`src/rtl/tiny16_pkg.sv`:
```
// Shared tiny16 datapath constants: architectural register indices and PC-source encoding.
package tiny16_pkg;

    localparam int unsigned WIDTH_DEFAULT = 16;
    localparam int unsigned REG_SEL_W     = 3;

    localparam logic [REG_SEL_W-1:0] REG_PC   = 3'd0;
    localparam logic [REG_SEL_W-1:0] REG_LINK = 3'd1;
    localparam logic [REG_SEL_W-1:0] REG_TMP  = 3'd7;

    // Next-PC source, resolved by priority JMP > BR > LOAD > INC > HOLD
    typedef enum logic [2:0] {
        PC_SRC_HOLD = 3'd0,
        PC_SRC_INC  = 3'd1,
        PC_SRC_LOAD = 3'd2,
        PC_SRC_JMP  = 3'd3,
        PC_SRC_BR   = 3'd4
    } pc_src_e;

endpackage

```
`src/rtl/pc_unit.sv`:
```
// Program counter (r0) with the next-PC priority mux, incrementer and branch adder.
module pc_unit
    import tiny16_pkg::*;
#(
    parameter int unsigned         WIDTH    = WIDTH_DEFAULT,
    parameter logic [WIDTH-1:0]    RESET_PC = '0,
    parameter int unsigned         JMP_BITS = 12,
    parameter int unsigned         BR_BITS  = 8
) (
    input  logic             clk,
    input  logic             rst,
    input  logic [WIDTH-1:0] in,
    input  logic             inc_en,
    input  logic             load_en,
    input  logic             jmp_en,
    input  logic             br_en,
    output logic [WIDTH-1:0] pc
);

    pc_src_e          pc_src;
    logic [WIDTH-1:0] pc_next;
    logic [WIDTH-1:0] jmp_target;
    logic [WIDTH-1:0] br_offset;

    assign jmp_target = {{(WIDTH-JMP_BITS){1'b0}}, in[JMP_BITS-1:0]};
    assign br_offset  = {{(WIDTH-BR_BITS){in[BR_BITS-1]}}, in[BR_BITS-1:0]};

    always_comb begin
        pc_src = PC_SRC_HOLD;
        if (jmp_en)       pc_src = PC_SRC_JMP;
        else if (br_en)   pc_src = PC_SRC_BR;
        else if (load_en) pc_src = PC_SRC_LOAD;
        else if (inc_en)  pc_src = PC_SRC_INC;
    end

    // All arithmetic wraps modulo 2^WIDTH
    always_comb begin
        pc_next = pc;
        case (pc_src)
            PC_SRC_JMP:  pc_next = jmp_target;
            PC_SRC_BR:   pc_next = pc + br_offset;
            PC_SRC_LOAD: pc_next = in;
            PC_SRC_INC:  pc_next = pc + WIDTH'(1);
            default:     pc_next = pc;
        endcase
    end

    always_ff @(posedge clk or negedge rst) begin
        if (!rst) pc <= RESET_PC;
        else      pc <= pc_next;
    end

endmodule

```
`src/rtl/register_file.sv`:
```
// tiny16 eight-entry register file: r0 lives in pc_unit, r1-r7 here, with combinational read ports.
module register_file
    import tiny16_pkg::*;
#(
    parameter int unsigned         WIDTH    = WIDTH_DEFAULT,
    parameter logic [WIDTH-1:0]    RESET_PC = '0,
    parameter int unsigned         JMP_BITS = 12,
    parameter int unsigned         BR_BITS  = 8
) (
    input  logic                 clk,
    input  logic                 rst,
    input  logic [WIDTH-1:0]     in,
    input  logic [REG_SEL_W-1:0] reg_src_sel,
    input  logic [REG_SEL_W-1:0] reg_dst_sel,
    input  logic                 reg_in_en,
    input  logic                 reg_pc_en,
    input  logic                 reg_jp_en,
    input  logic                 reg_br_en,
    input  logic                 reg_out_en,
    output logic [WIDTH-1:0]     out,
    output logic                 out_valid,
    output logic [WIDTH-1:0]     pc,
    input  logic [REG_SEL_W-1:0] dbg_sel,
    output logic [WIDTH-1:0]     dbg_out
);

    logic [WIDTH-1:0] gpr [1:7];
    logic [WIDTH-1:0] rf  [8];
    logic             wr_gpr;
    logic             wr_pc;

    assign wr_gpr = reg_in_en && (reg_dst_sel != REG_PC);
    assign wr_pc  = reg_in_en && (reg_dst_sel == REG_PC);

    pc_unit #(
        .WIDTH    (WIDTH),
        .RESET_PC (RESET_PC),
        .JMP_BITS (JMP_BITS),
        .BR_BITS  (BR_BITS)
    ) u_pc_unit (
        .clk     (clk),
        .rst     (rst),
        .in      (in),
        .inc_en  (reg_pc_en),
        .load_en (wr_pc),
        .jmp_en  (reg_jp_en),
        .br_en   (reg_br_en),
        .pc      (pc)
    );

    always_ff @(posedge clk or negedge rst) begin
        if (!rst) begin
            for (int i = 1; i < 8; i++) gpr[i] <= '0;
        end else if (wr_gpr) begin
            gpr[reg_dst_sel] <= in;
        end
    end

    // Unified view so r0 reads through the same mux as r1-r7; no same-edge forwarding
    always_comb begin
        rf[0] = pc;
        for (int i = 1; i < 8; i++) rf[i] = gpr[i];
    end

    assign out       = reg_out_en ? rf[reg_src_sel] : '0;
    assign out_valid = reg_out_en;
    assign dbg_out   = rf[dbg_sel];

endmodule
```
`config.mk`:
```
export PLATFORM = sky130hd
export DESIGN_NAME = register_file
export DESIGN_NICKNAME = d
export VERILOG_FILES = /design/src/rtl/tiny16_pkg.sv /design/src/rtl/pc_unit.sv /design/src/rtl/register_file.sv
export SDC_FILE = /design/constraint.sdc
export NUM_CORES = 1
export LEC_CHECK = 0
export ABC_AREA = 1
export CELL_PAD_IN_SITES_DETAIL_PLACEMENT = 1
export CELL_PAD_IN_SITES_GLOBAL_PLACEMENT = 1
export CORE_MARGIN = 2
export CORE_UTILIZATION = 46
export DETAILED_ROUTE_END_ITERATION = 16
export PLACE_DENSITY = 0.95
export SLEW_MARGIN = 20
export SYNTH_ARGS = -nofsm -noshare
export SYNTH_HDL_FRONTEND = slang
export SYNTH_SLANG_ARGS = --single-unit
```
`constraint.sdc`:
```
create_clock -name clk -period 3.4 [get_ports clk]
set_input_delay 0.85 -clock clk [delete_from_list [all_inputs] [get_ports clk]]
set_output_delay 0.85 -clock clk [all_outputs]
set_load 0.005 [all_outputs]
```
Word level (Yosys, flattened, before mapping):

Cells that the tools add are included.

* $add $sub $neg: 2
* $lt $le $gt $ge: 4
* equality and inequality tests: 4
* multiplexer cells: 15
* bitwise logic cells: 3
* reduce and logical (&&, ||, !) cells: 6

Operator list (number)
* bitwise mux 112 bit: 1
* binary-select mux 16 bit (select 3 bit): 2
* two-way mux 16 bit: 6
* one-hot mux 16 bit (4 select lines): 1
* demux 16 bit (select 3 bit): 1
* adder 16 x 1 -> 16 bit (second input constant): 1
* adder 16 bit: 1
* >= comparator 4 bit (second input constant): 3
* NOT 3 -> 4 bit: 3
* two-way mux 3 bit: 3
* equality test 3 x 2 -> 1 bit (second input constant): 2
* < comparator 4 x 1 -> 1 bit (second input constant): 1
* nonzero test 4 bit: 1
* equality test 3 x 1 -> 1 bit (second input constant): 1
* equality test 3 bit (second input constant): 1
* logical AND 1 bit: 3
* logical NOT 3 bit: 1
* nonzero test 3 bit: 1
* two-way mux 1 bit: 1

* flip-flop bits (word level): 128
* input bits: 32
* output and inout bits: 49

Depth between registers and ports, before layout:

Gate-level depths: netlist (run 1).

* word-level depth: 7
* gate-level depth with buffers: 20
* gate-level depth less buffers: 20

Cells and area by module:

A second synthesis (run 1) with hierarchy kept.

* cells, all modules: 1318
* area total of the unflattened synthesis: 8640.8 um^2

By module, submodules not included
* register_file: times used 1, cells each 1050, area an instance 6875.3 um^2
* pc_unit: times used 1, cells each 268, area an instance 1765.4 um^2

Least setup slack after synthesis (run 1):

Ideal clock, no wire load.

* path type: input to register
* start point: input port reg_in_en
* end point: register u_pc_unit.pc[14]
* library setup time: 124 ps
* data arrival time: 2681 ps
* slack: 595 ps
* cell stages on the path: 17
* path buffers: 1
* path through: inv_2 > nor2_4 > nand2_4 > nand2_4 > buf_6 > nand2_1 > ha_1 > fa_1 > nor3b_1 > nor2_1 > nor2_1 > nand2_4 > nor2_4 > nand2_2 > nand4_1 > nand3_1 > nand3_1

* cells in the longest elaborated chain, start to end: 6
* elaborated cells on any way between the ends: 10
* classes of those cells: eq/ne: 4; mux: 4; reduce/logical: 2

Ends and longest elaborated chain
* start: declaration: RTL line register_file.sv:15 `input logic reg_in_en,`
* logical AND 1 bit (*): RTL line register_file.sv:33 `assign wr_pc = reg_in_en && (reg_dst_sel == REG_PC);`
* two-way mux 3 bit (*): RTL line pc_unit.sv:32 `else if (load_en) pc_src = PC_SRC_LOAD;`
* two-way mux 3 bit (*): RTL line pc_unit.sv:31 `else if (br_en) pc_src = PC_SRC_BR;`
* two-way mux 3 bit (*): RTL line pc_unit.sv:30 `if (jmp_en) pc_src = PC_SRC_JMP;`
* equality test 3 x 1 -> 1 bit (tied with other cells): RTL line pc_unit.sv:39 `case (pc_src)`
* one-hot mux 16 bit (4 select lines) / nonzero test 4 bit (equally long branches)
* end signal: assignment: RTL line pc_unit.sv:50 `else pc <= pc_next;`
* end: declaration: RTL line pc_unit.sv:17 `output logic [WIDTH-1:0] pc`

Mark *: on every way between the ends. The rest lies on a longest branch, timed or not.
A chain may end at the register's enable or synchronous reset.

Worst setup path after layout (run 1):

* start point: input port dbg_sel[0]
* end point: output port dbg_out[4]

* cells in the longest elaborated chain, start to end: 4

Ends and longest elaborated chain
* start: declaration: RTL line register_file.sv:23 `input logic [REG_SEL_W-1:0] dbg_sel,`
* NOT 3 -> 4 bit (not written as such): RTL line register_file.sv:67 `assign dbg_out = rf[dbg_sel];`
* binary-select mux 16 bit (select 3 bit): RTL line register_file.sv:67
* two-way mux 16 bit (not written as such) (2 in a row): RTL line register_file.sv:67
* end: declaration: RTL line register_file.sv:24 `output logic [WIDTH-1:0] dbg_out`

Every way passes these cells. The select of a mux whose other input is x is not followed.

==> reports/metrics.csv, run 1 <==
metric;value;unit
drt wl/cell;26.76;um
CP peak stage delay;0.56;ns
Worst EP required;2.55;ns
Post-synth EDFFs;0;
Worst-Skew Late Latency;0.45;ns
Max Cap Viol;0;
Avg Cell Area, Syn;7.236;um^2
Syn Inst Count;1127;
post-synthesis compound-gate area fraction;0.2815;
Final Power;6.131;mW
fin crit share;1.033;
Max VDD drop;387.1;uV
Slew HR;0.5310;
XOR/XNOR Fraction of Synth Area;0.001074;
failing checks;setup timing;
mux share of post-synthesis cell area;0;
Clock power frac;0.366;
switching power;2.217;mW
crit-path max FO;49;
Final Hold Viols;0;
critical path class;in2out;
CP Capture Point;dbg_out[4];
fmax;284.7;MHz
Switching Fraction;0.3616;
Final setup viols;1;
cell family contributing the most delay on the critical path;buffers and inverters;
Placer Congestion;0.9152;
Max Slew Vio Count;0;
fraction of layout cells with a size suffix above 1;0.1338;
critical path depth;8;
Worst Setup SP;dbg_sel[0];
yosys warns;0;
1st-pass router iterations;6;
initial antenna violation count;0;
total grt overflow;0;
post-detailed-route count of antenna-violating nets;0;
fraction of registers with async set/reset;1.000;
Cell Chain, Critical Path;buf_4 > buf_12 > a21oi_2 > o21ai_0 > o21ai_2 > nor2_1 > a31oi_2 > clkdlybuf4s50_1;
register area share after synthesis;0.3928;
CP arrival;2.66;ns
area grow syn2layout;25.77;%
post-route DRC violation count;0;
first-pass GRT wire length;59.90;mm
GRT Overall Usage;0.4237;
CTS H-Tree Depth;4;
starting DRC count in detailed routing;1217;
status;finished, violations left;
crit end category;output port;
CTS tree;done;
die span in y;137.2;um
most frequent cells after synthesis;o21ai_0 (254), nand2_1 (198), dfrtp_1 (128), inv_1 (105), a21oi_1 (91);
Distinct cells, synth;40;
Clock Sinks;128;
top post-synthesis cells by area;dfrtp_1 (39%), o21ai_0 (16%), nand2_1 (9.1%);
DIE AREA;0.01881;mm^2
Hold-fix buffers, CTS;0;
pre-CTS setup slack;-0.1917;ns
Post-Syn Area;0.008155;mm^2
Crit Reg-Reg Endpoint;u_pc_unit.pc[14];
CTS Buffer Depth;2;
clock skew;0.01012;ns
Pint;3.914;mW
Post-Layout Cell Count;1443;
sequential share of power;0.351;
final hold slack;0.2882;ns
static leakage;4.705;nW
Final nets;1249;
Inserted Diodes;0;
Primary FF master, synth;dfrtp_1;
Hold WC Path Type;in2async;
Setup Buffers After CTS;0;
most frequent cell after synthesis;o21ai_0;
R2R Path Start;u_pc_unit.pc[0];
type of origin of the critical path;input port;
Num CTS Buffers;17;
fin worst setup slack;-0.1125;ns
Synthesized Nets;1170;
RSZ-0062 raised after global routing;yes;
minimum clock period;3.513;ns
I/O Pins;81;
area share of the largest cell type after synthesis;0.3928;
Post-DP HPWL;21.56;mm
Comb power frac;0.282;
total wire length;38.61;mm
Bufs and invs on worst path;3;
vias in the first global route;10640;
clk slew on worst S/H paths;0.07;ns
Worst Tran Pin Value;0.7027;ns
reg2reg path depth;12;
P per Cell Area;597.8;mW/mm^2
placed cell count;1411;
post-synthesis simple-gate area fraction;0.2151;
Yosys reg bits;128;
largest net degree at the start of global routing;61;
Synth Area in Adders;0.01780;
Reg2Reg Setup Slack;0.99;ns
Std-Cell Rows;48;
CORE AREA;0.01730;mm^2
Slowest cell on crit path;clkdlybuf4s50_1;
Initial Util;0.4715;
routed vias;9776;
die width;137.2;um
Synth area leader;dfrtp_1;
routed vias/inst;6.775;
fill count;2088;
PortBufs;80;
Root Buffer;clkbuf_16;
largest family of logic cells by synthesized area;compound AO/OA/AOI/OAI gates;
logic make-up after synthesis:
family	after synthesis
XOR/XNOR	1
AO/OA/AOI/OAI	426
buffers and inverters	188
flip-flops	128
AND/OR/NAND/NOR	373
adder cells (fa/ha/maj)	11
how the worst min path moves through the flow:
| stage | from | endpoint | slack, ns | cells after the start |
|---|---|---|---|---|
| after floorplan | gpr[100] | gpr[100] | 0.45 | 2 |
| after global placement | gpr[97] | gpr[97] | 0.47 | 2 |
| after detailed placement | gpr[42] | gpr[42] | 0.47 | 2 |
| after CTS | rst | gpr[96] | 0.29 | 1 |
| after global routing | rst | gpr[96] | 0.31 | 1 |
| final | rst | gpr[96] | 0.29 | 1 |
power by group through the flow:
stage	registers [mW]	clock network, mW	logic (mW)
finish	2.15	2.25	1.73
global route	2.17	2.28	1.86
floorplan	2.00	0	0.934
CTS	2.13	2.22	1.67
global placement	2.08	0	1.42
detailed placement	2.12	0	1.54
per-stage QoR:
step / area (um^2) / TNS (ns) / utilization
3_5_place_dp: 9449 / -0.4961 / 0.5463
4_1_cts: 10200 / 0 / 0.5896
5_1_grt: 10260 / -0.1402 / 0.5930
2_1_floorplan: 8155 / 0 / -
3_3_place_gp: 9449 / 0 / 0.5463
6_report: 10260 / -0.1125 / 0.5930
state kept, by name, summed over array words and instances, names as in the netlist:
name          flops
u_pc_unit.pc     16
gpr             112
final cells by class:
| cell class | count | area (um^2) | area share |
|---|---|---|---|
| sequential | 128 | 3203 | 0.3123 |
| tap | 225 | 281.5 | 0.02745 |
| multi-input combinational | 811 | 4254 | 0.4147 |
| timing repair buffer | 136 | 1405 | 0.1370 |
| clock buffer | 17 | 425.4 | 0.04147 |
| clock inverter | 14 | 264.0 | 0.02574 |
| inverter | 112 | 424.2 | 0.04135 |
repair_timing:
item,CTS,global route
resized for setup,9,27
setup endpoints to repair,4,21
pin swaps,1,2
cloned,1,0
metal layers:
metal / up-vias / wire length, um / GRT usage
met5: - / 0 / 0
met4: 0 / 2743 / 0.2887
met3: 284 / 3928 / 0.1026
met2: 765 / 18150 / 0.6841
met1: 4777 / 13790 / 0.4976
li1: 3950 / - / -
placed cells by master, fill, tap and decap left out, drive strengths merged, types with 5 or more instances in the layout:
cell type | synthesis | final
nand4 | 5 | 5
clkinv | 1 | 5
inv | 111 | 111
a31oi | 39 | 39
bufinv | 0 | 7
o21ai | 257 | 257
a21oi | 95 | 95
dlymetal6s2s | 0 | 5
o211ai | 32 | 32
nand2 | 224 | 224
ha | 10 | 10
clkdlybuf4s50 | 0 | 70
nand3 | 36 | 36
buf | 10 | 60
clkbuf | 66 | 17
dfrtp | 128 | 128
nor2 | 100 | 100
No activity file was read; power rests on OpenSTA's default activity.
==> run 2, diff against run 1 <==
--- a/config.mk
+++ b/config.mk
@@ -6,12 +6,13 @@
 export NUM_CORES = 1
 export LEC_CHECK = 0
 export ABC_AREA = 1
-export CELL_PAD_IN_SITES_DETAIL_PLACEMENT = 1
+export CELL_PAD_IN_SITES_DETAIL_PLACEMENT = 0
 export CELL_PAD_IN_SITES_GLOBAL_PLACEMENT = 1
 export CORE_MARGIN = 2
 export CORE_UTILIZATION = 46
 export DETAILED_ROUTE_END_ITERATION = 16
 export PLACE_DENSITY = 0.95
+export SKIP_LAST_GASP = 1
 export SLEW_MARGIN = 20
 export SYNTH_ARGS = -nofsm -noshare
 export SYNTH_HDL_FRONTEND = slang
==> run 2 against run 1 <==
The run now ends clean. Register-to-register slack better by 0.27 ns. Critical endpoint is now out[5]. Highest routed layer unchanged. Count of clock-buffer cells in the layout up 12. Clock power decreased by 16%. Combinational power down 15%. Wire length fell by 35%. First-iteration DRC count fell by 42%.
==> reports/metrics.csv, run 2 (synthesized netlist as in run 1, its figures left out) <==
metric;value;unit;change
pre-CTS setup slack;-0.02146;ns;+0.1702 ns
largest net degree at the start of global routing;61;;unchanged
Largest register FFs;112;;unchanged
final hold slack;0.3191;ns;+0.03088 ns
status;completed;;
crit end category;output port;;
Worst-Skew Late Latency;0.42;ns;-0.03 ns
sequential share of power;0.382;;+0.031
crit-path max FO;12;;-76%
Final Power;5.440;mW;-11%
Final Hold Viols;0;;unchanged
routed vias;8204;;-16%
placed cell count;1411;;unchanged
minimum clock period;3.398;ns;-0.1146 ns
Switching Fraction;0.3178;;-0.04378
GRT Overall Usage;0.2796;;-0.1441
Max VDD drop;394.1;uV;+1.8%
DIE AREA;0.01881;mm^2;unchanged
Worst EP required;2.55;ns;about the same
starting DRC count in detailed routing;708;;-42%
Max Cap Viol;0;;unchanged
Clock Sinks;128;;unchanged
Post-DP HPWL;16.94;mm;-21%
Final setup viols;0;;-1
Inserted Diodes;0;;unchanged
Slew HR;0.5712;;+0.04018
Hold WC Path Type;in2async;;
CTS tree;done;;
reg2reg path depth;12;;unchanged
Std-Cell Rows;48;;unchanged
clock skew;0.008153;ns;-0.001964 ns
type of origin of the critical path;input port;;
Clock power frac;0.349;;-0.017
PortBufs;80;;unchanged
CTS resizes;0;;-9
Reg2Reg Setup Slack;1.26;ns;+0.27 ns
Post-Layout Cell Count;1443;;unchanged
most frequent cells in the layout;o21ai_0 (254), nand2_1 (198), dfrtp_1 (128);;
CTS H-Tree Depth;4;;unchanged
fmax;294.3;MHz;+3.4%
Num CTS Buffers;17;;unchanged
critical path class;in2out;;
Worst Tran Pin Value;0.6425;ns;-0.06021 ns
Regs by FF count;gpr x112, u_pc_unit.pc x16;;
Initial Util;0.4715;;unchanged
RSZ-0062 raised after global routing;no;;
Setup Buffers After CTS;0;;unchanged
R2R Path Start;u_pc_unit.pc[0];;
drt wl/cell;17.44;um;-35%
total grt overflow;0;;unchanged
Max Slew Vio Count;0;;unchanged
CTS Buffer Depth;2;;unchanged
most common cell after layout, fill and taps aside;o21ai_0;;
static leakage;4.597;nW;-2.3%
P per Cell Area;540.0;mW/mm^2;-9.7%
initial antenna violation count;0;;unchanged
Hold-fix buffers, CTS;0;;unchanged
I/O Pins;81;;unchanged
die span in y;137.2;um;unchanged
Crit Reg-Reg Endpoint;u_pc_unit.pc[14];;
fraction of layout cells with a size suffix above 1;0.1232;;-0.01067
CP arrival;2.55;ns;-0.11 ns
clk slew on worst S/H paths;0.06;ns;about the same
Root Buffer;clkbuf_16;;
total wire length;25.17;mm;-35%
Pint;3.711;mW;-5.2%
Placer Congestion;0.9152;;unchanged
routed vias/inst;5.685;;-16%
register bank with the most flops;gpr;;
vias in the first global route;7706;;-28%
Final nets;1248;;-0.080%
first-pass GRT wire length;40.32;mm;-33%
switching power;1.729;mW;-22%
post-route DRC violation count;0;;unchanged
die width;137.2;um;unchanged
CORE AREA;0.01730;mm^2;unchanged
fin worst setup slack;0.002107;ns;+0.1146 ns
Comb power frac;0.269;;-0.013
post-detailed-route count of antenna-violating nets;0;;unchanged
area grow syn2layout;23.54;%;
fin crit share;0.9994;;-0.03372
1st-pass router iterations;5;;-1
final setup TNS;0;ns;+0.1125 ns
run 2: cell types whose count changed in the layout (fill, tap and decap cells not counted), moves of 5 or more:
cell	previous run	this run
clkbuf_8	0	9
bufinv_16	7	2
clkdlybuf4s50_1	70	75
buf_4	41	47
o21ai_0	241	254
dlymetal6s2s_1	5	0
o21ai_1	14	2
buf_6	5	0
run 2: worst max path at each step:
stage                           from          endpoint  slack, ns  depth (start not counted)
final                     reg_out_en            out[5]      0.002                          5
after global routing      reg_out_en            out[5]       0.01                          5
after CTS                 reg_out_en            out[5]       0.04                          5
after detailed placement   reg_in_en  u_pc_unit.pc[14]      -0.02                         18
after global placement     reg_in_en  u_pc_unit.pc[14]       0.04                         18
after floorplan            reg_in_en  u_pc_unit.pc[14]       0.59                         17
run 2: power groups by stage:
| stage | registers [mW] | clock network, mW | logic [mW] |
|---|---|---|---|
| 2_1_floorplan | 2.00 | 0 | 0.934 |
| 3_3_place_gp | 2.08 | 0 | 1.42 |
| 3_5_place_dp | 2.09 | 0 | 1.45 |
| 4_1_cts | 2.07 | 1.91 | 1.46 |
| 5_1_grt | 2.11 | 1.99 | 1.66 |
| 6_report | 2.08 | 1.90 | 1.47 |
run 2: per-stage QoR:
| step | instance area (um^2) | utilization |
|---|---|---|
| floorplan | 8155 | - |
| finish | 10070 | 0.5825 |
| global route | 10070 | 0.5825 |
| global placement | 9449 | 0.5463 |
| detailed placement | 9449 | 0.5463 |
| CTS | 10070 | 0.5825 |
run 2: final cells by class:
cell class | instances | area, um^2
clock inverters | 3 | 65.06
flip-flops and latches | 128 | 3203
fillers | 1636 | 7222
well taps | 225 | 281.5
repair buffers | 135 | 1334
inverters | 112 | 421.7
clock buffers | 29 | 560.5
multi-input cells | 811 | 4209
run 2: layer usage:
metal | vias up | track usage | routed length [um]
met5 | - | 0 | 0
met4 | 0 | 0.1151 | 584
met3 | 45 | 0.04556 | 1904
met2 | 306 | 0.4527 | 12010
met1 | 3901 | 0.3724 | 10660
li1 | 3952 | - | -
run 2: worst max-delay path, stage by stage:
cell	delay (ns)
clkdlybuf4s50_1	0.48
buf_4	0.24
o21ai_0	0.14
a31oi_1	0.27
clkdlybuf4s50_1	0.57
